`src/rtl/joystick_direction_filter.sv`:
```
// Deadzone classifier and debouncer for multi-bit X/Y joystick samples; keeps the 2-bit direction code.
// Define JOYSTICK_AUTOREPEAT_EN to add auto-repeat dir_event pulses while a direction stays committed.
module joystick_direction_filter #(
    parameter int AXIS_W        = 8,
    parameter int DEADZONE      = 32,
    parameter int STABLE_CYCLES = 16,
    parameter int REPEAT_DELAY  = 1000000,
    parameter int REPEAT_PERIOD = 250000
) (
    input  logic              clk,
    input  logic              reset,
    input  logic [AXIS_W-1:0] x_axis,
    input  logic [AXIS_W-1:0] y_axis,
    output logic [1:0]        direction,
    output logic              dir_valid,
    output logic              dir_event
);

    localparam logic [1:0] DIR_DOWN  = 2'b00;
    localparam logic [1:0] DIR_RIGHT = 2'b01;
    localparam logic [1:0] DIR_LEFT  = 2'b10;
    localparam logic [1:0] DIR_UP    = 2'b11;

    localparam logic [AXIS_W:0] CENTER = {2'b01, {(AXIS_W-1){1'b0}}};
    localparam logic [AXIS_W:0] DZ     = DEADZONE[AXIS_W:0];

    localparam int              CNT_W   = (STABLE_CYCLES > 1) ? $clog2(STABLE_CYCLES) : 1;
    localparam logic [CNT_W-1:0] CNT_MAX = CNT_W'(STABLE_CYCLES - 1);

    typedef enum logic {
        S_IDLE   = 1'b0,
        S_ACTIVE = 1'b1
    } state_e;

    // Elaboration-time guards on illegal parameter combinations.
    if (AXIS_W < 2 || AXIS_W > 16) begin : g_bad_axis_w
        $error("joystick_direction_filter: AXIS_W must be in 2..16");
    end
    if (DEADZONE < 0 || DEADZONE >= (1 << (AXIS_W - 1))) begin : g_bad_deadzone
        $error("joystick_direction_filter: DEADZONE must be below the centre value");
    end
    if (STABLE_CYCLES < 1) begin : g_bad_stable
        $error("joystick_direction_filter: STABLE_CYCLES must be at least 1");
    end
    if (REPEAT_DELAY < 2 || REPEAT_PERIOD < 2) begin : g_bad_repeat
        $error("joystick_direction_filter: REPEAT_DELAY and REPEAT_PERIOD must be at least 2");
    end

    function automatic logic [AXIS_W:0] magnitude(input logic signed [AXIS_W:0] d);
        return d[AXIS_W] ? $unsigned(-d) : $unsigned(d);
    endfunction

    // Stage 1: input registers
    logic [AXIS_W-1:0] x_q, x_d;
    logic [AXIS_W-1:0] y_q, y_d;

    // Classification
    logic signed [AXIS_W:0] dx, dy;
    logic                   x_act, y_act;
    logic                   raw_active;
    logic [1:0]             raw_dir;

    // Debounce
    logic             cand_active_q, cand_active_d;
    logic [1:0]       cand_dir_q, cand_dir_d;
    logic [CNT_W-1:0] cnt_q, cnt_d;
    logic             cand_match;
    logic             commit;

    // Committed state
    state_e     state_q, state_d;
    logic [1:0] direction_q, direction_d;
    logic       dir_event_q, dir_event_d;

`ifdef JOYSTICK_AUTOREPEAT_EN
    localparam int               RPT_MAX     = (REPEAT_DELAY > REPEAT_PERIOD) ? REPEAT_DELAY : REPEAT_PERIOD;
    localparam int               RPT_W       = $clog2(RPT_MAX);
    localparam logic [RPT_W-1:0] RPT_DLY_LD  = RPT_W'(REPEAT_DELAY - 1);
    localparam logic [RPT_W-1:0] RPT_PER_LD  = RPT_W'(REPEAT_PERIOD - 1);

    logic [RPT_W-1:0] rpt_cnt_q, rpt_cnt_d;
`endif

    always_comb begin
        x_d = x_axis;
        y_d = y_axis;
    end

    // The extra sign bit keeps 0 and all-ones from wrapping around the centre.
    always_comb begin
        // NOTE: every always_comb output gets a default first so no path leaves it unassigned (no latch).
        raw_active = 1'b0;
        raw_dir    = DIR_DOWN;
        dx         = $signed({1'b0, x_q}) - $signed(CENTER);
        dy         = $signed({1'b0, y_q}) - $signed(CENTER);
        x_act      = magnitude(dx) > DZ;
        y_act      = magnitude(dy) > DZ;
        if (x_act) begin
            raw_active = 1'b1;
            raw_dir    = dx[AXIS_W] ? DIR_LEFT : DIR_RIGHT;
        end else if (y_act) begin
            raw_active = 1'b1;
            raw_dir    = dy[AXIS_W] ? DIR_DOWN : DIR_UP;
        end
    end

    // A candidate commits only once it has matched raw for STABLE_CYCLES-1 further edges.
    always_comb begin
        cand_active_d = cand_active_q;
        cand_dir_d    = cand_dir_q;
        cnt_d         = cnt_q;
        cand_match    = (cand_active_q == raw_active) && (cand_dir_q == raw_dir);
        commit        = cand_match && (cnt_q == CNT_MAX) &&
                        ({cand_active_q, cand_dir_q} != {dir_valid, direction_q});
        if (!cand_match) begin
            cand_active_d = raw_active;
            cand_dir_d    = raw_dir;
            cnt_d         = '0;
        end else if (cnt_q != CNT_MAX) begin
            cnt_d = cnt_q + 1'b1;
        end
    end

    always_comb begin
        state_d     = state_q;
        direction_d = direction_q;
        dir_event_d = 1'b0;
`ifdef JOYSTICK_AUTOREPEAT_EN
        rpt_cnt_d   = rpt_cnt_q;
`endif
        case (state_q)
            S_IDLE: begin
`ifdef JOYSTICK_AUTOREPEAT_EN
                rpt_cnt_d = '0;
`endif
                if (commit && cand_active_q) begin
                    state_d     = S_ACTIVE;
                    direction_d = cand_dir_q;
                    dir_event_d = 1'b1;
`ifdef JOYSTICK_AUTOREPEAT_EN
                    rpt_cnt_d   = RPT_DLY_LD;
`endif
                end
            end
            S_ACTIVE: begin
                if (commit) begin
                    if (cand_active_q) begin
                        direction_d = cand_dir_q;
                        dir_event_d = 1'b1;
`ifdef JOYSTICK_AUTOREPEAT_EN
                        rpt_cnt_d   = RPT_DLY_LD;
`endif
                    end else begin
                        state_d     = S_IDLE;
                        direction_d = DIR_DOWN;
`ifdef JOYSTICK_AUTOREPEAT_EN
                        rpt_cnt_d   = '0;
`endif
                    end
                end
`ifdef JOYSTICK_AUTOREPEAT_EN
                else if (rpt_cnt_q == '0) begin
                    dir_event_d = 1'b1;
                    rpt_cnt_d   = RPT_PER_LD;
                end else begin
                    rpt_cnt_d = rpt_cnt_q - 1'b1;
                end
`endif
            end
            default: begin
                state_d     = S_IDLE;
                direction_d = DIR_DOWN;
            end
        endcase
    end

    // NOTE: sequential state uses non-blocking assignments so every flop samples pre-edge values.
    always_ff @(posedge clk) begin
        if (reset) begin
            x_q           <= '0;
            y_q           <= '0;
            cand_active_q <= 1'b0;
            cand_dir_q    <= DIR_DOWN;
            cnt_q         <= '0;
            state_q       <= S_IDLE;
            direction_q   <= DIR_DOWN;
            dir_event_q   <= 1'b0;
        end else begin
            x_q           <= x_d;
            y_q           <= y_d;
            cand_active_q <= cand_active_d;
            cand_dir_q    <= cand_dir_d;
            cnt_q         <= cnt_d;
            state_q       <= state_d;
            direction_q   <= direction_d;
            dir_event_q   <= dir_event_d;
        end
    end

`ifdef JOYSTICK_AUTOREPEAT_EN
    always_ff @(posedge clk) begin
        if (reset) begin
            rpt_cnt_q <= '0;
        end else begin
            rpt_cnt_q <= rpt_cnt_d;
        end
    end
`endif

    assign direction = direction_q;
    assign dir_valid = (state_q == S_ACTIVE);
    assign dir_event = dir_event_q;

endmodule

```
`config.mk`:
```
export PLATFORM = sky130hd
export DESIGN_NAME = joystick_direction_filter
export DESIGN_NICKNAME = d
export VERILOG_FILES = /design/src/rtl/joystick_direction_filter.sv
export SDC_FILE = /design/constraint.sdc
export NUM_CORES = 1
export LEC_CHECK = 0
export BUFFER_PORTS_ARGS = -buffer_cell sky130_fd_sc_hd__buf_2
export CORE_UTILIZATION = 40
export CTS_BUF_LIST = sky130_fd_sc_hd__clkbuf_4
export CTS_CLUSTER_SIZE = 40
export DETAILED_ROUTE_END_ITERATION = 7
export GPL_TIMING_DRIVEN = 0
export MAX_ROUTING_LAYER = met4
export PLACE_DENSITY = 0.63
export SYNTH_ARGS = -nofsm -noshare
export SYNTH_HDL_FRONTEND = slang
export SYNTH_SLANG_ARGS = --single-unit
export TNS_END_PERCENT = 20
```
`constraint.sdc`:
```
create_clock -name clk -period 3.69 [get_ports clk]
set_input_delay 0.738 -clock clk [delete_from_list [all_inputs] [get_ports clk]]
set_output_delay 0.738 -clock clk [all_outputs]
set_load 0.005 [all_outputs]
```
==> reports/qor.yml, run 1 <==
status: "finished, final reports clean"
slew_headroom_pct: 65.4
gp_congestion: 0.767
yosys_warnings: 0
rsz0062_at_grt: "no"
hold_violations: 0
fin_crit_ps: 2920
port_buffers: 21
wl_per_cell_um: 11.0
cp.depth: 10
final.period_utilization_pct: 79.0
die_h_um: 60.5
clock_power_share_pct: 23.8
postSynthAreaPerCell_um2: 9.45
vias: 1091
vdd_ir_drop_max_mv: 0.177
drt-total-wl_um: 2350
crit_fanout: 6
synth_edf_count: 0
rows: 20
start_util_pct: 43.5
ys_ff_latch: 27
cts_repair_resize_count: 0
maxCapViolations: 0
root_buffer: "clkbuf_4"
cts_tree: "done"
slowest_stage: "dfxtp_1"
crit_family: "simple AND/OR/NAND/NOR gates"
hold_buffers: 0
start_kind: "flip-flop"
final_cell_mix: "dfxtp_1, buf_2, nor2b_1"
power.total_mw: 0.541
timing.fmax_ghz: 0.343
die-area_um2: 3660
drc: 0
core-area_um2: 3150
grt_antenna_before_repair: 0
post_cts_buffers: 0
n_fill_cell: 322
first_iter_violations: 51
numCtsBuffers: 3
reg2reg_to: "cnt_q[3]$_SDFFE_PP0P_"
netSwitchingFraction_pct: 25.8
cpPeakStageDelay_ps: 460
cp_cell_sequence: "inv_1, ha_1, nand4b_1, o311ai_0, o21ai_0, or2_4, a31oi_4, xor2_2, nand3b_2, nor3_2"
postLayoutCellArea_um2: 1560
seq_area_frac_synth_pct: 39.5
worst_pin_slew_ps: 519
netlist_top_cells_area: "dfxtp_1, nor2b_1, nor2_1, ha_1, nand3_1"
place_ws_ps: 796
critPathArrivalTime_ps: 3160
grt-ovfl-total: 0
crit_path_end_kind: "flip-flop"
setup_viol: 0
leakage_nw: 0.610
dpl.hpwl_um: 1840
clk_path_buf_depth: 2
numClockSinks: 27
synth_cell_types: 51
combPwrFrac_pct: 17.4
reg2reg_slack_ps: 770
worstRegToRegCells: 10
syn_to_final_growth_pct: 13.9
netlist_area_um2: 1370
grt_pass1_wl_um: 4200
first_pass_iters: 4
drive_above_1_share_pct: 24.1
h-tree-depth: 1
maxSlewViolCount: 0
ant_nets: 0
antennaDiodeCount: 0
yosysTopAreaCellShare_pct: 39.5
crit_type: "reg -> reg"
clk_latency_ps: 310
viasPerCell: 5.10
internal-power_mw: 0.402
grt_pass1_vias: 1022
seqPwrFrac_pct: 58.8
grt_max_degree: 15
cp.required_ps: 3930
syn_nets: 166
endpoint: "cnt_q[3]$_SDFFE_PP0P_"
gr-usage-all-layers_pct: 15.5
synth-async-reset-ratio_pct: 0
min_path_type: "reg -> reg"
netlist_instances: 145
layout.nets: 192
timing.final.ws_setup_ps: 774
final_common_cell: "dfxtp_1"
path_buf_inv: 1
startpoint: "x_q[1]$_SDFF_PP0_"
die_x_um: 60.5
clock_skew_ps: 5.39
timing.rr.start: "x_q[1]$_SDFF_PP0_"
final.setup.tns_ps: 0
path_clk_slew_ps: 140
power.switching_mw: 0.140
ys.flop_type: "dfxtp_1"
pin_count: 22
yosysTopAreaCell: "dfxtp_1"
placed_cell_area_um2: 1530
powerDensity_nw_per_um2: 347
routing by layer:
metal / share of wire, % / wire length [µm] / global-route usage [%] / up-vias
met5: 0 / 0 / - / -
met4: 0.89 / 21 / 5.84 / 0
met3: 3.4 / 81 / 1.92 / 2
met2: 46 / 1080 / 25.9 / 19
met1: 50 / 1170 / 19.2 / 497
li1: - / - / - / 573
kinds of logic after synthesis:
| group | count (synthesis) | synth area share, % |
|---|---|---|
| buf+inv | 9 | 2.56 |
| xor+xnor | 6 | 4.38 |
| flops | 27 | 39.5 |
| simple gates | 71 | 32.3 |
| compound gates | 29 | 18.5 |
| fa+ha+maj | 3 | 2.74 |
power by group through the flow:
stage / clock network (mW) / logic (mW) / registers [mW]
floorplan: 0 / 0.0742 / 0.321
global placement: 0 / 0.0914 / 0.324
detailed placement: 0 / 0.0943 / 0.325
CTS: 0.135 / 0.0949 / 0.318
global route: 0.149 / 0.106 / 0.320
finish: 0.129 / 0.0943 / 0.318
layout make-up:
class / instances / area (µm²) / share of cell area [%]
Inverter: 5 / 18.8 / 1.20
Clock buffer: 4 / 30.0 / 1.92
Multi-Input combinational cell: 109 / 795 / 50.9
Tap cell: 44 / 55.1 / 3.53
Sequential cell: 27 / 541 / 34.6
Buffer: 4 / 16.3 / 1.04
Timing Repair Buffer: 21 / 105 / 6.74
synthesized netlist by cell type (all sizes together) (2+ instances only):
library cell	instances
dfxtp	27
nor2b	17
nor2	11
nand2	7
nor3	7
nand3	6
a21oi	5
inv	5
a31oi	4
o21ai	4
clkbuf	3
ha	3
or2	3
or3	3
xnor2	3
xor2	3
a2bb2oi	2
a41oi	2
and3	2
nand3b	2
nand4b	2
nor3b	2
o2bb2ai	2
or3b	2
or4b	2
sequential cells by signal (all words and copies together) (netlist names), named ones only:
| register | cells |
|---|---|
| x_q | 8 |
| y_q | 8 |
| cnt_q | 4 |
| cand_dir_q | 2 |
| direction | 2 |
| cand_active_q | 1 |
| dir_event | 1 |
worst min-delay path, stage by stage (launching register included):
cell and delay [ps]:
dfxtp_1 360, nand2_1 60, a21oi_1 50
stage by stage:
stage / hold slack (ps) / utilization [%] / instances
final: 503 / 49.5 / 214
after global routing: 521 / 49.5 / 214
after CTS: 511 / 49.5 / 214
after detailed placement: 493 / 48.5 / 210
after global placement: 472 / 48.5 / 210
after floorplan: 461 / - / 145
worst min path at each step:
stage	from	to	slack, ps	cells after the start
5_1_grt	cnt_q[1]$_SDFFE_PP0P_	cnt_q[1]$_SDFFE_PP0P_	520	2
6_report	cnt_q[1]$_SDFFE_PP0P_	cnt_q[1]$_SDFFE_PP0P_	500	2
3_5_place_dp	cnt_q[1]$_SDFFE_PP0P_	cnt_q[1]$_SDFFE_PP0P_	490	2
4_1_cts	cnt_q[1]$_SDFFE_PP0P_	cnt_q[1]$_SDFFE_PP0P_	510	2
2_1_floorplan	cnt_q[1]$_SDFFE_PP0P_	cnt_q[1]$_SDFFE_PP0P_	460	2
3_3_place_gp	cnt_q[1]$_SDFFE_PP0P_	cnt_q[1]$_SDFFE_PP0P_	470	2
No activity file was read; power rests on OpenSTA's default activity.
==> inputs of run 2 (changes only) <==
PLACE_DENSITY = 0.65   (was 0.63)
clock period = 2.51 ns   (was 3.69 ns; I/O delays follow)
==> reports/qor.yml, run 2 (synthesis results as in run 1) <==
numClockSinks: 27  # unchanged
clk_latency_ps: 330  # was 310 ps
fin_cells: 220  # was 214
grt_pass1_vias: 1091  # was 1,022
final_cell_mix: "dfxtp_1, buf_2, nor2b_1"  # unchanged
rsz0062_at_grt: "yes"  # was no
critPathArrivalTime_ps: 2730  # was 3160 ps
wl_per_cell_um: 12.1  # was 11.0 µm
timing.rr.start: "x_q[4]$_SDFF_PP0_"  # was x_q[1]$_SDFF_PP0_
final.setup.tns_ps: 0  # unchanged
path_clk_slew_ps: 140  # about the same
cts_tree: "done"  # unchanged
drc: 0  # unchanged
timing.fmax_ghz: 0.401  # was 0.343 GHz
crit_path_end_kind: "flip-flop"  # unchanged
place_ws_ps: -212  # was 796 ps
rows: 20  # unchanged
final.period_utilization_pct: 99.2  # was 79.0%
reg2reg_to: "direction[1]$_SDFFE_PP0P_"  # was cnt_q[3]$_SDFFE_PP0P_
min_path_type: "in -> reg"  # was reg -> reg
seqPwrFrac_pct: 56.3  # was 58.8%
combPwrFrac_pct: 21.8  # was 17.4%
pin_count: 22  # unchanged
drive_above_1_share_pct: 35.2  # was 24.1%
top_regs: "x_q: 8 flops, y_q: 8 flops, cnt_q: 4 flops"  # unchanged
dpl.hpwl_um: 1910  # was 1840 µm
grt_max_degree: 16  # was 15
hold_buffers: 0  # unchanged
die_h_um: 60.5  # unchanged
hp-start: "x_axis[4]"  # was cnt_q[1]$_SDFFE_PP0P_
reg2reg_slack_ps: 20  # was 770 ps
viasPerCell: 5.34  # was 5.10
start_util_pct: 43.5  # unchanged
whs_path_depth: 2  # unchanged
start_kind: "flip-flop"  # unchanged
vdd_ir_drop_max_mv: 0.285  # was 0.177 mV
leakage_nw: 0.669  # was 0.610 nW
power.total_mw: 0.832  # was 0.541 mW
placed_cell_area_um2: 1530  # unchanged
die_x_um: 60.5  # unchanged
ant_nets: 0  # unchanged
layout.nets: 198  # was 192
h-tree-depth: 1  # unchanged
postLayoutCellArea_um2: 1710  # was 1560 µm²
crit_fanout: 5  # was 6
antennaDiodeCount: 0  # unchanged
first_pass_iters: 6  # was 4
port_buffers: 21  # unchanged
crit_type: "reg -> reg"  # unchanged
final_common_cell: "dfxtp_1"  # unchanged
fin_util_pct: 54.1  # was 49.5%
syn_to_final_growth_pct: 24.6  # was 13.9%
die-area_um2: 3660  # unchanged
worstRegToRegCells: 8  # was 10
place_inst: 210  # unchanged
gr-usage-all-layers_pct: 16.4  # was 15.5%
powerDensity_nw_per_um2: 488  # was 347 nW/µm²
clock_power_share_pct: 22.0  # was 23.8%
grt_antenna_before_repair: 0  # unchanged
internal-power_mw: 0.602  # was 0.402 mW
clock_skew_ps: 8.39  # was 5.39 ps
core-area_um2: 3150  # unchanged
timing.final.ws_setup_ps: 19.2  # was 774 ps
clk_path_buf_depth: 2  # unchanged
worst_pin_slew_ps: 505  # was 519 ps
maxSlewViolCount: 0  # unchanged
hold_slack_ps: 369  # was 503 ps
grt-ovfl-total: 0  # unchanged
hold_end: "x_q[4]$_SDFF_PP0_"  # was cnt_q[1]$_SDFFE_PP0P_
power.switching_mw: 0.230  # was 0.140 mW
vias: 1175  # was 1,091
cp.required_ps: 2750  # was 3930 ps
numCtsBuffers: 3  # unchanged
slew_headroom_pct: 66.4  # was 65.4%
fin_crit_ps: 2490  # was 2920 ps
hold_violations: 0  # unchanged
setup_viol: 0  # unchanged
grt_pass1_wl_um: 4400  # was 4200 µm
gp_congestion: 0.819  # was 0.767
root_buffer: "clkbuf_4"  # unchanged
drt-total-wl_um: 2660  # was 2350 µm
netSwitchingFraction_pct: 27.7  # was 25.8%
status: "finished, final reports clean"  # unchanged
maxCapViolations: 0  # unchanged
first_iter_violations: 30  # was 51
-- run 2: final cells by class --
cell class | count | area, µm²
plain buffers | 4 | 16.3
clock buffers | 3 | 22.5
clock inverters | 1 | 5.00
fillers | 309 | 1450
inverters | 5 | 18.8
multi-input cells | 109 | 891
flip-flops and latches | 27 | 548
well taps | 44 | 55.1
repair buffers | 27 | 150
-- run 2: critical path, stage by stage (launching register included) --
cell and delay (ps):
dfxtp_1 360, or4_4 560, or4b_4 510, a2bb2oi_4 170, or2_4 150, a31oi_4 40, xor2_4 250, a41oi_2 160
a21bo_1 190
-- run 2: worst max path at each step --
stage,slack [ps],cells past startpoint,endpoint,from
detailed placement,-210,10,direction[1]$_SDFFE_PP0P_,x_q[1]$_SDFF_PP0_
CTS,20,10,direction[1]$_SDFFE_PP0P_,x_q[0]$_SDFF_PP0_
global route,-70,10,direction[1]$_SDFFE_PP0P_,x_q[0]$_SDFF_PP0_
floorplan,70,10,direction[1]$_SDFFE_PP0P_,x_q[1]$_SDFF_PP0_
finish,20,8,direction[1]$_SDFFE_PP0P_,x_q[4]$_SDFF_PP0_
global placement,-170,10,direction[1]$_SDFFE_PP0P_,x_q[1]$_SDFF_PP0_
-- run 2: per-layer routing --
metal / vias to the layer above / track usage, % / part of all wire, %
met4: 0 / 5.19 / 0.79
li1: 587 / - / -
met1: 549 / 17.3 / 44
met5: - / - / 0
met2: 35 / 29.2 / 51
met3: 4 / 4.90 / 4.7
-- run 2: repair_timing --
action                                  CTS  global route
pin swaps                                 8             1
endpoints found under the setup margin    8             8
resized for setup                        19             2
setup buffers                             6             0
-- run 2: power groups by stage --
stage | Sequential [mW] | Combinational (mW) | Clock (mW)
floorplan | 0.472 | 0.109 | 0
global placement | 0.476 | 0.134 | 0
detailed placement | 0.477 | 0.141 | 0
CTS | 0.468 | 0.174 | 0.187
global route | 0.471 | 0.197 | 0.209
finish | 0.468 | 0.181 | 0.183
==> inputs of run 3 (changes only) <==
PLACE_DENSITY = 0.61   (was 0.65)
==> reports/qor.yml, run 3 (synthesis results as in run 1) <==
clk_path_buf_depth: 2  # unchanged
wl_per_cell_um: 11.8  # was 12.1 µm
cp.depth: 10  # was 8
port_buffers: 21  # unchanged
setup_viol: 0  # unchanged
path_clk_slew_ps: 150  # was 140 ps
combPwrFrac_pct: 20.9  # was 21.8%
clk_latency_ps: 320  # was 330 ps
drive_above_1_share_pct: 34.9  # was 35.2%
start_util_pct: 43.5  # unchanged
viasPerCell: 5.22  # was 5.34
multi_input_area_um2: 877  # was 891 µm²
fin_crit_ps: 2510  # was 2490 ps
rows: 20  # unchanged
first_iter_violations: 31  # was 30
gp_congestion: 0.824  # was 0.819
fin_util_pct: 53.8  # was 54.1%
internal-power_mw: 0.598  # was 0.602 mW
power.total_mw: 0.834  # was 0.832 mW
crit_type: "reg -> reg"  # unchanged
die-area_um2: 3660  # unchanged
top_regs: "x_q: 8 flops, y_q: 8 flops, cnt_q: 4 flops"  # unchanged
grt_max_degree: 17  # was 16
hold_end: "y_q[1]$_SDFF_PP0_"  # was x_q[4]$_SDFF_PP0_
grt_antenna_before_repair: 0  # unchanged
grt_pass1_vias: 1053  # was 1,091
seqPwrFrac_pct: 56.1  # was 56.3%
vias: 1143  # was 1,175
pin_count: 22  # unchanged
worst_pin_slew_ps: 465  # was 505 ps
seq_area_um2: 551  # was 548 µm²
hold_violations: 0  # unchanged
clock_skew_ps: 5.76  # was 8.39 ps
crit_fanout: 5  # unchanged
maxCapViolations: 0  # unchanged
whs_path_depth: 2  # unchanged
h-tree-depth: 1  # unchanged
die_x_um: 60.5  # unchanged
critPathArrivalTime_ps: 2750  # was 2730 ps
numClockSinks: 27  # unchanged
ant_nets: 0  # unchanged
grt_busiest_layer: "met2"  # unchanged
status: "finished, final reports clean"  # unchanged
crit_family: "compound AO/OA/AOI/OAI gates"  # was simple AND/OR/NAND/NOR gates
power.switching_mw: 0.235  # was 0.230 mW
cpPeakStageDelay_ps: 460  # was 560 ps
die_h_um: 60.5  # unchanged
gr-usage-met2_pct: 28.7  # was 29.2%
gr-usage-all-layers_pct: 16.8  # was 16.4%
grt_use_met1_pct: 19.4  # was 17.3%
timing.fmax_ghz: 0.399  # was 0.401 GHz
crit_path_end_kind: "flip-flop"  # unchanged
hp-start: "y_axis[1]"  # was x_axis[4]
hold_buffers: 0  # unchanged
clock_power_share_pct: 23.1  # was 22.0%
syn_to_final_growth_pct: 23.7  # was 24.6%
cp.required_ps: 2750  # about the same
slew_headroom_pct: 69.0  # was 66.4%
cts_tree: "done"  # unchanged
path_buf_inv: 1  # was 0
first_pass_iters: 4  # was 6
layout.nets: 197  # was 198
reg2reg_slack_ps: 0.8  # was 20 ps
rsz0062_at_grt: "yes"  # unchanged
slowest_stage: "or4b_4"  # was or4_4
drt-total-wl_um: 2580  # was 2660 µm
reg2reg_to: "direction[1]$_SDFFE_PP0P_"  # unchanged
worstRegToRegCells: 10  # was 8
vdd_ir_drop_max_mv: 0.269  # was 0.285 mV
use_met3_pct: 3.62  # was 4.90%
final.period_utilization_pct: 100  # was 99.2%
powerDensity_nw_per_um2: 492  # was 488 nW/µm²
leakage_nw: 0.657  # was 0.669 nW
netSwitchingFraction_pct: 28.2  # was 27.7%
drc: 0  # unchanged
grt_pass1_wl_um: 4460  # was 4400 µm
numCtsBuffers: 3  # unchanged
timing.rr.start: "y_q[1]$_SDFF_PP0_"  # was x_q[4]$_SDFF_PP0_
final_cell_mix: "dfxtp_1, buf_2, nor2b_1"  # unchanged
dpl.hpwl_um: 1850  # was 1910 µm
core-area_um2: 3150  # unchanged
cp_cell_sequence: "inv_4, ha_4, or4b_4, o22ai_2, o2111ai_2, a21o_1, a31oi_4, xor2_4, a41oi_2, a21bo_1"  # was or4_4, or4b_4, a2bb2oi_4, or2_4, a31oi_4, xor2_4, a41oi_2, a21bo_1
start_kind: "flip-flop"  # unchanged
n_fill_cell: 313  # was 309
maxSlewViolCount: 0  # unchanged
min_path_type: "in -> reg"  # unchanged
root_buffer: "clkbuf_4"  # unchanged
antennaDiodeCount: 0  # unchanged
final_common_cell: "dfxtp_1"  # unchanged
grt-ovfl-total: 0  # unchanged
run 3: worst register-to-register path: stages, from the launching register on:
cell and delay [ps]:
dfxtp_4 380, inv_4 60, ha_4 150, or4b_4 460, o22ai_2 170, o2111ai_2 140, a21o_1 220, a31oi_4 220
xor2_4 250, a41oi_2 160, a21bo_1 210
run 3: layout make-up:
cell class / instances / area share, %
Buffer: 4 / 0.959
Clock buffer: 3 / 1.33
Clock inverter: 1 / 0.443
Inverter: 5 / 1.40
Multi-Input combinational cell: 109 / 51.7
Sequential cell: 27 / 32.5
Tap cell: 44 / 3.25
Timing Repair Buffer: 26 / 8.41
run 3: repair_timing:
action / 4_1_cts / 5_1_grt
endpoints found under the setup margin: 8 / 8
gates resized for setup: 19 / 4
pin swaps: 6 / 3
buffers inserted: 5 / 0
run 3: worst max path at each step:
stage | start | end
after CTS | y_q[1]$_SDFF_PP0_ | direction[1]$_SDFFE_PP0P_
after global placement | x_q[1]$_SDFF_PP0_ | direction[1]$_SDFFE_PP0P_
after global routing | x_q[0]$_SDFF_PP0_ | direction[1]$_SDFFE_PP0P_
after detailed placement | x_q[1]$_SDFF_PP0_ | cnt_q[2]$_SDFFE_PP0P_
final | y_q[1]$_SDFF_PP0_ | direction[1]$_SDFFE_PP0P_
after floorplan | x_q[1]$_SDFF_PP0_ | direction[1]$_SDFFE_PP0P_
run 3: per-stage QoR:
step	cell area, µm²	setup WS [ps]	hold WS (ps)	instances	TNS (ps)
floorplan	1370	68.7	461	145	0
detailed placement	1530	-247	488	210	-1630
finish	1700	0.763	370	219	0
CTS	1690	1.58	369	219	0
global route	1700	-116	365	219	-360
global placement	1530	-166	478	210	-960
run 3: per-layer routing:
layer  wire length [µm]  share of wire, %
met5                  0                 0
met4                 47               1.8
met3                 95               3.7
met2               1220                47
met1               1220                47
run 3: power groups by stage:
stage	sequential [mW]	clock [mW]	combinational, mW
2_1_floorplan	0.472	0	0.109
3_3_place_gp	0.476	0	0.135
3_5_place_dp	0.477	0	0.140
4_1_cts	0.467	0.198	0.171
5_1_grt	0.471	0.218	0.192
6_report	0.468	0.192	0.174
